### config.mk
export PLATFORM = sky130hd
export DESIGN_NAME = axis_pkt_fifo
export DESIGN_NICKNAME = d
export VERILOG_FILES = /design/src/rtl/axis_pkt_fifo.sv
export SDC_FILE = /design/constraint.sdc
export NUM_CORES = 1
export LEC_CHECK = 0
export BUFFER_PORTS_ARGS = -buffer_cell sky130_fd_sc_hd__buf_2
export CORE_MARGIN = 5
export CORE_UTILIZATION = 45
export CTS_CLUSTER_SIZE = 24
export DETAILED_ROUTE_END_ITERATION = 10
export HOLD_SLACK_MARGIN = 0.02
export PLACE_DENSITY = 0.6
export RECOVER_POWER = 25
export SYNTH_ARGS = -nofsm -noshare
export SYNTH_HDL_FRONTEND = slang
export SYNTH_SLANG_ARGS = --single-unit
### constraint.sdc
create_clock -name clk -period 9.3 [get_ports clk]
set_clock_uncertainty 0.05 [all_clocks]
set_input_delay 0.93 -clock clk [delete_from_list [all_inputs] [get_ports clk]]
set_output_delay 0.93 -clock clk [all_outputs]
set_load 0.005 [all_outputs]
### src/rtl/axis_pkt_fifo.sv
// axis_pkt_fifo
// First-word-fall-through AXI-Stream FIFO that frames a TLAST-less stream
// into packets for a DMA engine.
//
// Ports
//   clk, rst_n       clock (rising edge) and asynchronous active-low reset
//   cfg_pkt_len      beats per packet; 0 behaves as 1, larger than
//                    MAX_PKT_LEN behaves as MAX_PKT_LEN
//   s_axis_*         upstream slave stream (tvalid, tdata, tready)
//   m_axis_*         downstream master stream (tvalid, tdata, tlast, tready)
//   level            entries stored, 0..DEPTH
//   almost_full      level >= AFULL_THRESH
//   pkt_done         one-cycle pulse after a TLAST beat is accepted downstream
//
// Handshake: a beat transfers on a rising edge where valid && ready. Valid
// never depends on ready. Once TLAST is shown on a beat it stays asserted
// until that beat is accepted.
module axis_pkt_fifo #(
    parameter int DATA_WIDTH   = 8,
    parameter int DEPTH        = 16,
    parameter int MAX_PKT_LEN  = 1024,
    parameter int TLAST_MODE   = 0,
    parameter int AFULL_THRESH = DEPTH - 2,
    localparam int LEN_W       = $clog2(MAX_PKT_LEN + 1),
    localparam int PTR_W       = $clog2(DEPTH)
) (
    input  logic                  clk,
    input  logic                  rst_n,
    input  logic [LEN_W-1:0]      cfg_pkt_len,
    input  logic                  s_axis_tvalid,
    input  logic [DATA_WIDTH-1:0] s_axis_tdata,
    output logic                  s_axis_tready,
    output logic                  m_axis_tvalid,
    output logic [DATA_WIDTH-1:0] m_axis_tdata,
    output logic                  m_axis_tlast,
    input  logic                  m_axis_tready,
    output logic [PTR_W:0]        level,
    output logic                  almost_full,
    output logic                  pkt_done
);

    localparam logic [LEN_W-1:0] LEN_ONE   = LEN_W'(1);
    localparam logic [LEN_W-1:0] LEN_MAX   = LEN_W'(MAX_PKT_LEN);
    localparam logic [PTR_W:0]   LEVEL_ONE = (PTR_W + 1)'(1);
    localparam logic [PTR_W:0]   AFULL_LVL = (PTR_W + 1)'(AFULL_THRESH);
    localparam logic [PTR_W:0]   PTR_ONE   = (PTR_W + 1)'(1);

    // Pointers carry one extra wrap bit so full and empty are distinguishable.
    logic [PTR_W:0]        wr_ptr_q, wr_ptr_d;
    logic [PTR_W:0]        rd_ptr_q, rd_ptr_d;
    logic [LEN_W-1:0]      beat_cnt_q, beat_cnt_d;
    logic [LEN_W-1:0]      len_q, len_d;
    logic                  tlast_hold_q, tlast_hold_d;
    logic                  pkt_done_q, pkt_done_d;
    logic [DATA_WIDTH-1:0] mem_q [DEPTH];

    logic                  full;
    logic                  empty;
    logic                  in_hs;
    logic                  out_hs;
    logic [LEN_W-1:0]      cfg_eff;
    logic [LEN_W-1:0]      eff_len;
    logic                  len_last;
    logic                  drain_last;

    // Status is a function of the registered pointers only.
    assign empty         = (wr_ptr_q == rd_ptr_q);
    assign full          = (wr_ptr_q[PTR_W-1:0] == rd_ptr_q[PTR_W-1:0]) &&
                           (wr_ptr_q[PTR_W] != rd_ptr_q[PTR_W]);
    assign level         = wr_ptr_q - rd_ptr_q;
    assign almost_full   = (level >= AFULL_LVL);
    assign s_axis_tready = !full;
    assign m_axis_tvalid = !empty;
    assign m_axis_tdata  = mem_q[rd_ptr_q[PTR_W-1:0]];
    assign pkt_done      = pkt_done_q;

    assign in_hs  = s_axis_tvalid && s_axis_tready;
    assign out_hs = m_axis_tvalid && m_axis_tready;

    assign cfg_eff = (cfg_pkt_len == '0)     ? LEN_ONE :
                     (cfg_pkt_len > LEN_MAX) ? LEN_MAX : cfg_pkt_len;

    // At a packet boundary the live configuration applies; mid-packet the
    // length captured at the boundary is used.
    assign eff_len  = (beat_cnt_q == '0) ? cfg_eff : len_q;
    assign len_last = (beat_cnt_q == eff_len - LEN_ONE);

    // Drain framing: the sole buffered beat closes the packet unless another
    // beat is arriving on this edge. This is the only path from an input
    // (s_axis_tvalid) to an output (m_axis_tlast).
    assign drain_last = (TLAST_MODE == 1) && (level == LEVEL_ONE) && !in_hs;

    assign m_axis_tlast = m_axis_tvalid && (len_last || drain_last || tlast_hold_q);

    always_comb begin
        wr_ptr_d     = wr_ptr_q;
        rd_ptr_d     = rd_ptr_q;
        beat_cnt_d   = beat_cnt_q;
        len_d        = (beat_cnt_q == '0) ? cfg_eff : len_q;
        tlast_hold_d = tlast_hold_q;
        pkt_done_d   = out_hs && m_axis_tlast;

        if (in_hs) begin
            wr_ptr_d = wr_ptr_q + PTR_ONE;
        end

        if (out_hs) begin
            rd_ptr_d     = rd_ptr_q + PTR_ONE;
            tlast_hold_d = 1'b0;
            beat_cnt_d   = m_axis_tlast ? '0 : beat_cnt_q + LEN_ONE;
        end else if (m_axis_tvalid && m_axis_tlast) begin
            // Keep TLAST up even if the drain condition disappears while stalled.
            tlast_hold_d = 1'b1;
        end
    end

    always_ff @(posedge clk or negedge rst_n) begin
        if (!rst_n) begin
            wr_ptr_q     <= '0;
            rd_ptr_q     <= '0;
            beat_cnt_q   <= '0;
            len_q        <= LEN_ONE;
            tlast_hold_q <= 1'b0;
            pkt_done_q   <= 1'b0;
        end else begin
            wr_ptr_q     <= wr_ptr_d;
            rd_ptr_q     <= rd_ptr_d;
            beat_cnt_q   <= beat_cnt_d;
            len_q        <= len_d;
            tlast_hold_q <= tlast_hold_d;
            pkt_done_q   <= pkt_done_d;
        end
    end

    // Storage is not reset; it is only ever read behind a valid pointer.
    always_ff @(posedge clk) begin
        if (in_hs) begin
            mem_q[wr_ptr_q[PTR_W-1:0]] <= s_axis_tdata;
        end
    end

endmodule

==> impl_metrics.tcl <==
set metrics [dict create \
    ctsResizeCount 0 \
    synth_seq_cells 162 \
    boundaryPins 41 \
    routed-via-count 4272 \
    rows 47 \
    nets 557 \
    power.static_leakage_nw 2.94 \
    gp_congestion 0.920 \
    portBuffers 40 \
    synth.avg_cell_area_um2 15.6 \
    die-area_um2 19300 \
    final_layout_size_suffix_gt1_frac 0.257 \
    critical_path_class "reg -> out" \
    required_ns 8.32 \
    grt_max_degree 37 \
    syn_nets 517 \
    cts_tree "done" \
    clkLatencyLatePin_ns 0.42 \
    min_period_ns 5.54 \
    fmax_ghz 0.180 \
    finalSetupViolations 0 \
    clkTransAtPathRegs_ns 0.07 \
    yosys.area.top_type "edfxtp_1" \
    cts.path.max_buffers 2 \
    ys.flop_type "edfxtp_1" \
    drtPass1Iterations 5 \
    cts-root-buf "clkbuf_16" \
    slew_violations 0 \
    ys.warnings.count 0 \
    placed_cells 722 \
    worstPathArrival_ns 4.56 \
    fin_total_pwr_w 0.00260 \
    synth.top_cell.area_share 0.513 \
    synth_edf_count 128 \
    remaining_drc_errors 0 \
    yosysUniqueCellTypes 65 \
    grt_pass1_wl_um 25100 \
    clock_sinks 162 \
    busiest_layer "met2" \
    fin_crit_sh 0.596 \
    rsz0062_at_grt "false" \
    hold_path_depth 1 \
    die_h_um 139 \
    antenna_found_initial 0 \
    synth_cells 481 \
    chipWidth_um 139 \
    instances_no_fill 754 \
    area_growth_pct 13.0 \
    critPathMostFrequentCell "ha_1" \
    tightest_slew_ns 1.24 \
    start_util 0.455 \
    hold_buffers 0 \
    cp_slowest_cell "or4b_1" \
    drv_cap 0 \
    syn_area_um2 7490 \
    crit_path_end_kind "output port" \
    hp-class "reg -> reg" \
    reg2reg_from "beat_cnt_q[0]$_DFFE_PN0P_" \
    r2r_end "beat_cnt_q[7]$_DFFE_PN0P_" \
    grt_overflow_total 0 \
    status "finished, final reports clean" \
    cts_htree_levels 4 \
    reg2reg_setup_slack_ns 4.94 \
    postCtsSetupBuffers 0 \
    ys_top_cells_by_area "edfxtp_1, mux4_2, dfrtp_1, ha_1, xnor2_1" \
    core_area_um2 16500 \
    viasPerCell 5.67 \
    grt_pass1_vias 4383 \
    path_max_fanout 11 \
    async_reset_ff_frac 0.210 \
    cts_buffers 17 \
    grt_use_total 0.169 \
    peakVddDrop_mv 0.144 \
    utilization 0.514 \
    finalSetupTns_ns 0 \
    hold_viol_final 0 \
    wire_per_inst_um 20.4 \
    worst_path_largest_cell_delay_ns 0.64 \
    diodes 0 \
    relSlewSlack 0.165 \
    powerDensity_nw_per_um2 307 \
    crit_path_start_kind "flip-flop" \
    post-dp-hpwl_um 10400 \
    hp-start "rd_ptr_q[4]$_DFFE_PN0P_" \
    drtIter0Drc 450 \
    use_met2 0.270 \
    grtUsageMet3 0.0379 \
    gr-usage-met1 0.235 \
    r2r_cells 13 \
    hold_end "rd_ptr_q[4]$_DFFE_PN0P_" \
    ys_seq_area_frac 0.627 \
    drtAntennaViolNets 0 \
    drt-total-wl_um 15300 \
    cp_cell_sequence "inv_1 > ha_1 > or4b_1 > nor3_4 > mux2i_1 > ha_1 > and3_1 > a211oi_1 > nand4b_1 > o31ai_4 > o311ai_4 > a21oi_1 > buf_2" \
]
==> synth_stat cells (3+ instances only) <==
cell type	n
edfxtp_1	128
mux4_2	40
dfrtp_1	33
nor2_1	23
inv_1	20
nand2_1	20
xnor2_1	17
nand4_1	14
nand3_1	13
ha_1	12
nor3_1	12
clkbuf_1	11
a21oi_1	9
nor2b_1	9
xor2_1	8
and2_1	7
o21ai_0	7
nor4_1	6
and3_1	5
buf_2	5
nand2b_1	5
o2111ai_1	5
o31ai_1	5
buf_1	4
a31oi_1	3
buf_6	3
nand4b_1	3
o211ai_1	3
or4b_1	3
==> worst max-delay path, delay by kind of cell, from the launching register on <==
kind | cells | cell delay, ns
fa+ha+maj | 2 | 0.44
flops | 1 | 0.45
compound gates | 4 | 0.79
mux | 1 | 0.34
simple gates | 4 | 1.85
buf+inv | 2 | 0.25
==> routing by layer <==
layer / vias to the layer above / routed length [um]
met5: - / 0
met4: 0 / 138
met3: 14 / 627
met2: 102 / 7630
met1: 2187 / 6950
li1: 1969 / -
==> final cells by class <==
cell class	count	area (um^2)
clock buffer	17	425
sequential	162	4700
tap	220	275
clock inverter	15	141
inverter	22	82.6
timing repair buffer	46	236
multi-input combinational	272	2610
fill	1372	8000
==> worst max-delay path by stage <==
stage | startpoint | to | slack [ns] | depth (start not counted)
3_5_place_dp | beat_cnt_q[0]$_DFFE_PN0P_ | m_axis_tlast | 4.23 | 13
5_1_grt | beat_cnt_q[0]$_DFFE_PN0P_ | m_axis_tlast | 3.47 | 13
4_1_cts | beat_cnt_q[0]$_DFFE_PN0P_ | m_axis_tlast | 3.76 | 13
6_report | beat_cnt_q[0]$_DFFE_PN0P_ | m_axis_tlast | 3.76 | 13
2_1_floorplan | cfg_pkt_len[4] | m_axis_tlast | 4.75 | 13
3_3_place_gp | cfg_pkt_len[4] | m_axis_tlast | 4.35 | 14
==> stage by stage <==
stage | hold slack [ns] | area [um^2] | setup slack [ns]
after detailed placement | 0.436 | 7910 | 4.23
after floorplan | 0.411 | 7490 | 4.75
after CTS | 0.454 | 8470 | 3.76
final | 0.451 | 8460 | 3.76
after global routing | 0.479 | 8460 | 3.47
after global placement | 0.435 | 7910 | 4.35
==> cell usage in the layout (no fill, tap or decap), types with 6 or more instances in the layout <==
master       n
a21oi_1      9
nand3_1     13
inv_1       20
ha_1        12
clkbuf_16   17
clkbuf_1     7
nor3_1      12
dfrtp_1     32
buf_4        6
xor2_1       8
nand4_1     14
buf_2       33
edfxtp_1   128
mux4_2      40
nand2_1     20
nor2_1      23
nor2b_1      9
and2_1       7
xnor2_1     17
o21ai_0      7
==> cells by family (layout without fill, tap and decap cells) <==
group                      after synthesis  in the layout  synth area share
and+or+nand+nor                        133            133             0.103
buffers and inverters                   47            100            0.0284
AOI/OAI and AO/OA                       57             57            0.0633
xor gates and xnor gates                25             25            0.0292
DFF                                    162            162             0.627
adders and majority gates               13             13            0.0227
muxes                                   44             44             0.126
==> flip-flops by register name, summed over array words and instances (netlist names) <==
| name | cells |
|---|---|
| tlast_hold_q | 1 |
| wr_ptr_q | 5 |
| mem_q | 128 |
| beat_cnt_q | 11 |
| len_q | 11 |
| pkt_done | 1 |
| rd_ptr_q | 5 |
==> power breakdown <==
part	switching, W	leakage (nW)	internal [W]
clock network	0.000305	0.279	0.000354
registers	0.000105	1.57	0.000899
logic	0.000500	1.09	0.000437
Note: power is estimated with default switching activity, not from simulation.
